===== src/rtl/manchester_encoder.sv =====
// Manchester transmitter: serializes DATA_WIDTH-bit words MSB first, BIT_LENGTH clocks per bit.
// Define MANCHESTER_ENCODER_PREAMBLE_EN to prefix each word accepted from idle with a 1,0 sync preamble.
module manchester_encoder #(
  parameter int BIT_LENGTH = 24,
  parameter int DATA_WIDTH = 24
) (
  input  logic                  clk,
  input  logic                  rst_n,
  input  logic [DATA_WIDTH-1:0] in_data,
  input  logic                  in_valid,
  output logic                  in_ready,
  output logic                  out,
  output logic                  out_busy,
  output logic                  out_done
);

  localparam int H  = BIT_LENGTH / 2;
  localparam int PW = (H > 1) ? $clog2(H) : 1;
  localparam int BW = (DATA_WIDTH > 1) ? $clog2(DATA_WIDTH) : 1;
  localparam logic [PW-1:0] PH_LAST = PW'(H - 1);
  localparam logic [BW-1:0] BIT_MSB = BW'(DATA_WIDTH - 1);

`ifdef MANCHESTER_ENCODER_PREAMBLE_EN
  typedef enum logic [1:0] {S_IDLE = 2'd0, S_DATA = 2'd1, S_PRE = 2'd2} state_t;
`else
  typedef enum logic [1:0] {S_IDLE = 2'd0, S_DATA = 2'd1} state_t;
`endif

  state_t                state_q, state_d;
  logic [PW-1:0]         phase_q, phase_d;
  logic                  half_q, half_d;
  logic [BW-1:0]         bit_q, bit_d;
  logic [DATA_WIDTH-1:0] shift_q, shift_d;
  logic                  out_q, out_d;
  logic                  busy_q, busy_d;
  logic                  done_q, done_d;

  logic last_cycle;
  logic hs;

  assign last_cycle = half_q && (phase_q == PH_LAST) && (bit_q == '0);
  assign in_ready   = rst_n && ((state_q == S_IDLE) || ((state_q == S_DATA) && last_cycle));
  assign hs         = in_valid && in_ready;

  always_comb begin
    state_d = state_q;
    phase_d = phase_q;
    half_d  = half_q;
    bit_d   = bit_q;
    shift_d = shift_q;
    case (state_q)
      S_IDLE: begin
        if (hs) begin
          shift_d = in_data;
          phase_d = '0;
          half_d  = 1'b0;
`ifdef MANCHESTER_ENCODER_PREAMBLE_EN
          state_d = S_PRE;
          bit_d   = BW'(1);
`else
          state_d = S_DATA;
          bit_d   = BIT_MSB;
`endif
        end
      end
      default: begin
        if (phase_q != PH_LAST) begin
          phase_d = phase_q + 1'b1;
        end else begin
          phase_d = '0;
          half_d  = ~half_q;
          if (half_q) begin
            if (bit_q != '0) begin
              bit_d = bit_q - 1'b1;
              if (state_q == S_DATA) shift_d = {shift_q[DATA_WIDTH-2:0], 1'b0};
            end else if ((state_q == S_DATA) && hs) begin
              // back-to-back word: reload without leaving DATA so no gap appears
              shift_d = in_data;
              bit_d   = BIT_MSB;
            end else if (state_q == S_DATA) begin
              state_d = S_IDLE;
              bit_d   = '0;
            end else begin
              state_d = S_DATA;
              bit_d   = BIT_MSB;
            end
          end
        end
      end
    endcase
  end

  // Outputs are decoded from the next state so they register in step with it.
  always_comb begin
    out_d = 1'b0;
    case (state_d)
      S_DATA: out_d = shift_d[DATA_WIDTH-1] ^ half_d;
`ifdef MANCHESTER_ENCODER_PREAMBLE_EN
      S_PRE:  out_d = bit_d[0] ^ half_d;
`endif
      default: out_d = 1'b0;
    endcase
    busy_d = (state_d != S_IDLE);
    done_d = (state_d == S_DATA) && half_d && (phase_d == PH_LAST) && (bit_d == '0);
  end

  always_ff @(posedge clk) begin
    if (!rst_n) begin
      state_q <= S_IDLE;
      phase_q <= '0;
      half_q  <= 1'b0;
      bit_q   <= '0;
      shift_q <= '0;
      out_q   <= 1'b0;
      busy_q  <= 1'b0;
      done_q  <= 1'b0;
    end else begin
      state_q <= state_d;
      phase_q <= phase_d;
      half_q  <= half_d;
      bit_q   <= bit_d;
      shift_q <= shift_d;
      out_q   <= out_d;
      busy_q  <= busy_d;
      done_q  <= done_d;
    end
  end

  assign out      = out_q;
  assign out_busy = busy_q;
  assign out_done = done_q;

endmodule


===== config.mk =====
export PLATFORM = sky130hd
export DESIGN_NAME = manchester_encoder
export DESIGN_NICKNAME = d
export VERILOG_FILES = /design/src/rtl/manchester_encoder.sv
export SDC_FILE = /design/constraint.sdc
export NUM_CORES = 1
export LEC_CHECK = 0
export ABC_AREA = 1
export CELL_PAD_IN_SITES_DETAIL_PLACEMENT = 1
export CELL_PAD_IN_SITES_GLOBAL_PLACEMENT = 1
export CORE_MARGIN = 3
export CORE_UTILIZATION = 40
export CTS_BUF_LIST = sky130_fd_sc_hd__clkbuf_8
export DETAILED_ROUTE_END_ITERATION = 12
export GPL_ROUTABILITY_DRIVEN = 0
export HOLD_SLACK_MARGIN = 0.05
export PLACE_DENSITY = 0.9
export SYNTH_ARGS = -nofsm -noshare
export SYNTH_HDL_FRONTEND = slang
export SYNTH_SLANG_ARGS = --single-unit

===== constraint.sdc =====
create_clock -name clk -period 2.5 [get_ports clk]
set_input_delay 0.75 -clock clk [delete_from_list [all_inputs] [get_ports clk]]
set_output_delay 0.75 -clock clk [all_outputs]
set_load 0.02 [all_outputs]

### Word-level counts from Yosys, hierarchy flattened

Cells that the tools add are included.

| storage, ports and cells | value |
|---|---|
| bits of input ports | 27 |
| output and inout bits | 4 |
| bits in registers | 39 |
| logic and storage cells | 67 |

| operators by class | value |
|---|---|
| bitwise operators | 2 |
| equality and inequality tests | 8 |
| $add $sub $neg | 2 |
| mux-type cells | 27 |
| reduce and logical (&&, ||, !) cells | 19 |

Operator list:

| operator | number |
|---|---|
| 24-bit two-way mux | 7 |
| 5-bit two-way mux | 7 |
| 2-bit two-way mux | 6 |
| 4-bit two-way mux | 3 |
| 5-bit zero test | 2 |
| 1-bit logical AND | 9 |
| 4-bit == test (second input constant) | 2 |
| 5-bit AND reduction | 1 |
| 5-bit nonzero test | 1 |
| 5-bit by 1-bit subtractor with 5-bit output (second input constant) | 1 |
| 4-bit by 1-bit adder with 4-bit output (second input constant) | 1 |
| 2-bit by 1-bit == test with 1-bit output (second input constant) | 2 |
| 1-bit two-way mux | 4 |
| 2-bit != test (second input constant) | 2 |
| 4-bit != test (second input constant) | 1 |
| 2-bit nonzero test | 2 |
| 3-bit by 2-bit != test with 1-bit output (second input constant) | 1 |
| 3-bit nonzero test | 1 |
| 2-bit zero test | 1 |
| 2-bit AND reduction | 1 |
| 1-bit logical OR | 1 |
| 1-bit NOT | 1 |
| 1-bit XOR | 1 |

### Logic depth before layout (Yosys ltp)

Gate-level depths: netlist of run 1.

| depth | value |
|---|---|
| depth after elaboration | 17 |
| mapped depth | 17 |
| gate-level depth less buffers | 17 |

### Worst setup path after synthesis of run 1

OpenSTA, ideal clock, no wires.

| path | value |
|---|---|
| path kind | flip-flop to output port |
| from | register phase_q[0] |
| to | output port in_ready |
| arrival | 1.425 ns |
| setup slack | 0.325 ns |
| cell stages (with the launch flop) | 9 |
| cell sequence | dfxtp_1 > ha_1 > nand3_1 > inv_1 > ha_1 > inv_1 > nor2_1 > nand3_1 > a21oi_1 |

| on the way | value |
|---|---|
| word-level cells in the longest chain between the ends | 6 |

RTL lines:

| item | RTL line | RTL |
|---|---|---|
| start, declared | 30 | `logic [PW-1:0] phase_q, phase_d;` |
| start signal, assigned | 119 | `phase_q <= phase_d;` |
| 4-bit == test | 41 | `assign last_cycle = half_q && (phase_q == PH_LAST) && (bit_q == '0);` |
| 1-bit logical AND (2 in a row) | 41 |  |
| 1-bit logical AND | 42 | `assign in_ready = rst_n && ((state_q == S_IDLE) \|\| ((state_q == S_DATA) && last_cycle));` |
| 1-bit logical OR | 42 |  |
| 1-bit logical AND | 42 |  |
| end, declared | 11 | `output logic in_ready,` |

No other way between the ends.

### Worst setup path after layout of run 1

| path | value |
|---|---|
| from | register phase_q[1] |
| to | output port in_ready |

Same word-level chain as after synthesis.

==> results.md, run 1 <==
* Hold depth at 2
* Status: finished, final reports clean
* Async SR Flop Fraction at 0%
* Sequential cell area fraction in the yosys report at 35.0%
* Drt drc at 0
* Leak pwr at 1.25 nW
* Net Count, Synth at 380
* Initial Utilization at 42.6%
* Top Ports at 31
* Total grt overflow at 0
* Fmax at 404 MHz
* Pre-antenna DRT Iters at 5
* Cell Chain, Critical Path: ha_4 > nand3_4 > inv_2 > ha_1 > inv_1 > nor2_2 > nand3_2 > a21oi_2 > buf_4
* Hold Crit Class: flip-flop to flip-flop
* Fin nets at 435
* Yosys warning total at 0
* Yosys reg bits at 39
* Hold Startpoint: shift_q[0]$_SDFFE_PN0P_
* Post-DP HPWL at 5.29 mm
* DR WL/cell at 19.1 µm
* Post-route ant nets at 0
* Top-count cell post-synth: nand2_1
* RR Endpoint: shift_q[5]$_SDFFE_PN0P_
* Die Wd at 80.7 µm
* Buf+Inv Stages, Crit Path at 3
* I/O Buffers at 30
* CP Data Required Time at 1750 ps
* CP max stage cell: dfxtp_2
* Delay-heaviest family, CP: flip-flops
* Final Max Tran Viols at 0
* Cell count of the worst reg-to-reg path at 14
* FF-to-FF Start: phase_q[0]$_SDFF_PN0_
* Clock Tree Buf Depth at 2
* Final Hold Viols at 0
* Vias per cell at 5.76
* CTS Buf Count at 5
* H-Tree Depth at 2
* Post-synth EDFFs at 0
* Max-cap violations at 0
* Final Worst Setup Slack at 23.3 ps
* CP Class: flip-flop to output port
* Placement row count at 26
* Worst Skew at 12.2 ps
* Global-route wire length before repair at 14.1 mm
* Die area at 6520 µm²
* Layout area overhead at 34.5%
* CP max FO at 2
* Fin area at 3000 µm²
* Fill count at 693
* Share of layout cells above drive strength 1 at 15.6%
* Later-pin clock latency in the skew report at 310 ps
* Vert. Die Dim at 80.7 µm
* Vias in the first global route at 2920
* Placed cell areas at 2810 µm²
* Power Dens Cells at 539 nW/µm²
* Syn Inst Count at 349
* R2R setup slack at 30 ps
* Tmin final at 2480 ps
* Setup TNS Final at 0 ps
* Initial antenna violation count at 0
* CTS tree: done
* Largest cells by area after synthesis: dfxtp_1 35%, nand2_1 24%, nand3_1 7.2%
* Largest net degree at the start of global routing at 35
* Via count at 2737
* VDD IR max at 355 µV
* Clock sink total at 39
* Total wire length at 9.06 mm
* Core Region at 5240 µm²
* Hold slack at 479 ps
* Rel. slew slack at 59.1%
* GRT Overall Usage at 27.9%
* Pre-CTS setup slack at -376 ps
* Root Driver: clkbuf_8
* Clk slew on worst S/H paths at 80 ps
* Top cells by instance count after synthesis: 141 x nand2_1, 39 x dfxtp_1, 32 x nand3_1
* Crit path launch type: flip-flop
* Final setup fails at 0
* ANT cells at 0
* Util after Layout at 57.4%
* Fin crit share at 99.1%
* Mean Syn Cell Area at 6.40 µm²
* Slew at the pin with the worst max-slew slack at 613 ps
* Cell variety after synth at 28
* Share of the synthesized area in the top cell type at 35.0%
* CP peak stage delay at 360 ps
* Cell area after synthesis at 2230 µm²
* Hold Path End: shift_q[0]$_SDFFE_PN0P_
* Synth Flop Type: dfxtp_1
* Critical path endpoint category: output port
* DRT iter0 DRCs at 250
* Synth area leader: dfxtp_1
* Critical Path AT at 1730 ps
==> state kept, by name, indices dropped and copies added (netlist names) <==
register  cells
out_busy      1
out_done      1
half_q        1
bit_q         5
phase_q       4
out           1
shift_q      24
state_q       2
==> cell usage in the layout, fill, tap and decap left out, drive strengths merged <==
master | synthesis | final
nor2 | 22 | 22
clkdlybuf4s50 | 0 | 29
dfxtp | 39 | 39
o22ai | 1 | 1
bufinv | 0 | 1
a32o | 1 | 1
nand2 | 142 | 142
clkbuf | 9 | 5
o21ai | 13 | 13
a22oi | 4 | 4
a21oi | 13 | 13
xor2 | 2 | 2
inv | 28 | 28
nand4 | 4 | 4
a31oi | 22 | 22
o211ai | 1 | 1
clkinv | 1 | 3
nand3 | 32 | 32
nor3 | 4 | 4
ha | 4 | 4
buf | 6 | 33
o31ai | 1 | 2
==> tightest hold or removal path: stages (launching register included) <==
cell and delay (ps):
dfxtp_1 320, nand2_1 60, a21oi_1 50
==> what timing repair did <==
| action | 4_1_cts | 5_1_grt |
|---|---|---|
| pin swaps | 1 | 3 |
| hold buffers | 0 | 0 |
| gates cloned | 1 | 0 |
| buffers inserted | 0 | 3 |
| resized for setup | 7 | 12 |
| endpoints found under the setup margin | 24 | 29 |
==> how the worst max path moves through the flow <==
stage	from	end	slack, ps	cells past startpoint
2_1_floorplan	phase_q[0]$_SDFF_PN0_	in_ready	320	8
3_3_place_gp	rst_n	in_ready	-340	4
3_5_place_dp	rst_n	in_ready	-380	4
4_1_cts	phase_q[0]$_SDFF_PN0_	in_ready	-70	9
5_1_grt	phase_q[1]$_SDFF_PN0_	shift_q[5]$_SDFFE_PN0P_	-80	14
6_report	phase_q[1]$_SDFF_PN0_	in_ready	20	9
==> metal layers <==
layer | up-vias | wire (µm) | track usage (%)
li1 | 1260 | - | -
met1 | 1309 | 3730 | 32.9
met2 | 134 | 4400 | 47.7
met3 | 34 | 564 | 5.16
met4 | 0 | 365 | 14.9
met5 | - | 0 | 0
==> final cells by class <==
cell class | instances | area (µm²) | share of cell area (%)
tap | 70 | 87.6 | 2.92
clock inverter | 3 | 43.8 | 1.46
multi-input combinational | 267 | 1330 | 44.4
clock buffer | 5 | 68.8 | 2.29
sequential | 39 | 783 | 26.1
timing repair buffer | 62 | 576 | 19.2
inverter | 29 | 111 | 3.71
==> logic make-up after synthesis <==
family                     count (synthesis)  share of synthesized area (%)
buffers and inverters                     44                           8.07
DFF                                       39                           35.0
xor gates and xnor gates                   2                          0.784
adders and majority gates                  4                           2.24
AOI/OAI and AO/OA                         56                           15.9
and+or+nand+nor                          204                           38.1
==> stage by stage <==
stage	cells	total power, mW
2_1_floorplan	349	0.866
3_5_place_dp	463	1.04
4_1_cts	472	1.59
5_1_grt	475	1.68
6_report	475	1.62
3_3_place_gp	463	1.02
==> power by group <==
group | leakage [nW] | switching, mW | total, mW | internal [mW]
registers | 0.319 | 0.0230 | 0.677 | 0.654
clock network | 0.0581 | 0.256 | 0.554 | 0.298
logic | 0.874 | 0.239 | 0.390 | 0.152
total | 1.25 | 0.518 | 1.62 | 1.10
(Power assumes the default switching activity.)
==> run 2: changes to the inputs <==
--- a/config.mk
+++ b/config.mk
@@ -8,6 +8,7 @@
 export ABC_AREA = 1
 export CELL_PAD_IN_SITES_DETAIL_PLACEMENT = 1
 export CELL_PAD_IN_SITES_GLOBAL_PLACEMENT = 1
+export CORE_ASPECT_RATIO = 0.5
 export CORE_MARGIN = 3
 export CORE_UTILIZATION = 40
 export CTS_BUF_LIST = sky130_fd_sc_hd__clkbuf_8
==> run 2 against run 1 <==
Via count rose by 5.1%. Utilization rose by 1.0 points. Worst setup slack got worse by 11 ps. Power rose by 2.1%. Global-route usage fell by 0.87 points. Critical endpoint unchanged. Critical path type unchanged. Clock power rose by 4.9%. Sequential share of layout area fell by 0.054 points. Die area rose by 0.84%.
==> results.md, run 2 (synthesized netlist as in run 1, its figures left out) <==
* Met2 usage at 49.1% (was 47.7%)
* Hold Crit Class: flip-flop to flip-flop (unchanged)
* Clock sink total at 39 (unchanged)
* Clk slew on worst S/H paths at 80 ps (about the same)
* Power Dens Cells at 549 nW/µm² (was 539 nW/µm²)
* CP Class: flip-flop to output port (unchanged)
* Global-route wire length before repair at 14.2 mm (was 14.1 mm)
* Pre-antenna DRT Iters at 5 (unchanged)
* Drt drc at 0 (unchanged)
* Placed Cells at 458 (was 463)
* Post-route ant nets at 0 (unchanged)
* Final Hold Viols at 0 (unchanged)
* Worst Skew at 12.4 ps (was 12.2 ps)
* Fin nets at 431 (was 435)
* Pre-CTS setup slack at -424 ps (was -376 ps)
* CP Data Required Time at 1750 ps (about the same)
* RSZ-0062 raised after global routing: yes
* Total wire length at 10.0 mm (was 9.06 mm)
* Cell Chain, Critical Path: ha_4 > nand3_4 > inv_4 > ha_4 > inv_4 > nor2_4 > nand3_2 > a21oi_2 > buf_4 (was ha_4 > nand3_4 > inv_2 > ha_1 > inv_1 > nor2_2 > nand3_2 > a21oi_2 > buf_4)
* Vias per cell at 6.11 (was 5.76)
* Commonest non-fill, non-tap cell in the layout: nand2_1 (unchanged)
* I/O Buffers at 30 (unchanged)
* Vias in the first global route at 2891 (was 2920)
* Most frequent cells in the layout: 137 x nand2_1, 37 x dfxtp_1, 29 x nand3_1, 29 x clkdlybuf4s50_1, 26 x buf_4 (was 141 x nand2_1, 37 x dfxtp_1, 30 x nand3_1, 30 x buf_4, 29 x clkdlybuf4s50_1)
* Initial antenna violation count at 0 (unchanged)
* CTS Buf Count at 5 (unchanged)
* Initial Utilization at 43.3% (was 42.6%)
* DRT iter0 DRCs at 268 (was 250)
* Most congested layer reported by global routing: met2 (unchanged)
* Largest net degree at the start of global routing at 35 (unchanged)
* Status: finished, final reports clean (unchanged)
* Later-pin clock latency in the skew report at 310 ps (about the same)
* Hold Startpoint: shift_q[6]$_SDFFE_PN0P_ (was shift_q[0]$_SDFFE_PN0P_)
* GRT Overall Usage at 27.0% (was 27.9%)
* Max-cap violations at 0 (unchanged)
* Buf+Inv Stages, Crit Path at 3 (unchanged)
* Die area at 6570 µm² (was 6520 µm²)
* Root Driver: clkbuf_8 (unchanged)
* Crit path launch type: flip-flop (unchanged)
* Worst Setup SP: phase_q[0]$_SDFF_PN0_ (was phase_q[1]$_SDFF_PN0_)
* Util after Layout at 58.4% (was 57.4%)
* DR WL/cell at 21.2 µm (was 19.1 µm)
* Final setup fails at 0 (unchanged)
* Tmin final at 2490 ps (was 2480 ps)
* Rel. slew slack at 58.2% (was 59.1%)
* CP max stage cell: dfxtp_2 (unchanged)
* Fmax at 402 MHz (was 404 MHz)
* Fin crit share at 99.5% (was 99.1%)
* Core Region at 5160 µm² (was 5240 µm²)
* Leak pwr at 1.21 nW (was 1.25 nW)
* Share of layout cells above drive strength 1 at 17.0% (was 15.6%)
* Total grt overflow at 0 (unchanged)
* Post-DP HPWL at 5.20 mm (was 5.29 mm)
* Via count at 2876 (was 2737)
* Biggest regs: shift_q: 24 flops, bit_q: 5 flops, phase_q: 4 flops (unchanged)
* Met1 Use GR at 32.0% (was 32.9%)
* Placement row count at 18 (was 26)
* Clock Tree Buf Depth at 2 (unchanged)
* CP max FO at 2 (unchanged)
* Final Non-Filler Cells at 471 (was 475)
* FF-to-FF Start: phase_q[0]$_SDFF_PN0_ (unchanged)
* Critical path endpoint category: output port (unchanged)
* CP peak stage delay at 360 ps (about the same)
* Cts hold-fix bufs at 0 (unchanged)
* H-Tree Depth at 2 (unchanged)
* Critical Path AT at 1740 ps (was 1730 ps)
* Layout area overhead at 34.8% (was 34.5%)
* Max reg flops at 24 (unchanged)
* Top Ports at 31 (unchanged)
* Final Max Tran Viols at 0 (unchanged)
* Vert. Die Dim at 58.8 µm (was 80.7 µm)
* Final Worst Setup Slack at 12.7 ps (was 23.3 ps)
* ANT cells at 0 (unchanged)
* Most flops, register: shift_q (unchanged)
* Slew at the pin with the worst max-slew slack at 623 ps (was 613 ps)
* CTS tree: done (unchanged)
* Delay-heaviest family, CP: flip-flops (unchanged)
* Grt met3 use at 4.83% (was 5.16%)
* Die Wd at 112 µm (was 80.7 µm)
* VDD IR max at 273 µV (was 355 µV)
[run 2: area by class of cell]
type / count / area [µm²]
multi-input cells: 269 / 1390
well taps: 70 / 87.6
fillers: 685 / 2150
clock buffers: 6 / 82.6
flip-flops and latches: 39 / 783
clock inverters: 2 / 35.0
repair buffers: 56 / 505
inverters: 29 / 123
[run 2: path summary, 6_finish.rpt]
| path | end | slack [ps] | cells past startpoint |
|---|---|---|---|
| worst max register to register | out$_SDFF_PN0_ | 30 | 18 |
| worst max-delay path | in_ready | 10 | 9 |
| worst min-delay path | shift_q[6]$_SDFFE_PN0P_ | 490 | 2 |
| worst min register to register | shift_q[6]$_SDFFE_PN0P_ | 490 | 2 |
[run 2: repair_timing]
action,CTS,global route
endpoints found under the setup margin,26,33
buffers inserted,0,2
pin swaps,5,4
resized for setup,17,15
gates cloned,1,2
[run 2: worst register-to-register path, delay by kind of cell (launching register included)]
family	cells	cell delay, ps
AO/OA/AOI/OAI	1	170
buffers and inverters	4	450
adder cells (fa/ha/maj)	2	300
AND/OR/NAND/NOR	11	1120
flip-flops	1	360
[run 2: through the flow]
stage | area (µm²) | setup TNS, ps | power [mW] | hold WS (ps)
floorplan | 2230 | 0 | 0.866 | 440
detailed placement | 2750 | -5720 | 1.02 | 472
global placement | 2750 | -4300 | 0.998 | 455
global route | 3010 | -409 | 1.70 | 511
finish | 3010 | 0 | 1.65 | 491
CTS | 2930 | 0 | 1.59 | 487
[run 2: per-layer routing]
layer	vias to the layer above	wire length (µm)
met3	49	754
met4	0	422
met1	1380	4070
met5	-	0
li1	1258	-
met2	189	4750
[run 2: power by group]
group / total (mW) / internal [mW] / switching, mW
logic: 0.393 / 0.138 / 0.255
clock network: 0.581 / 0.324 / 0.257
registers: 0.680 / 0.654 / 0.0260
total: 1.65 / 1.12 / 0.539
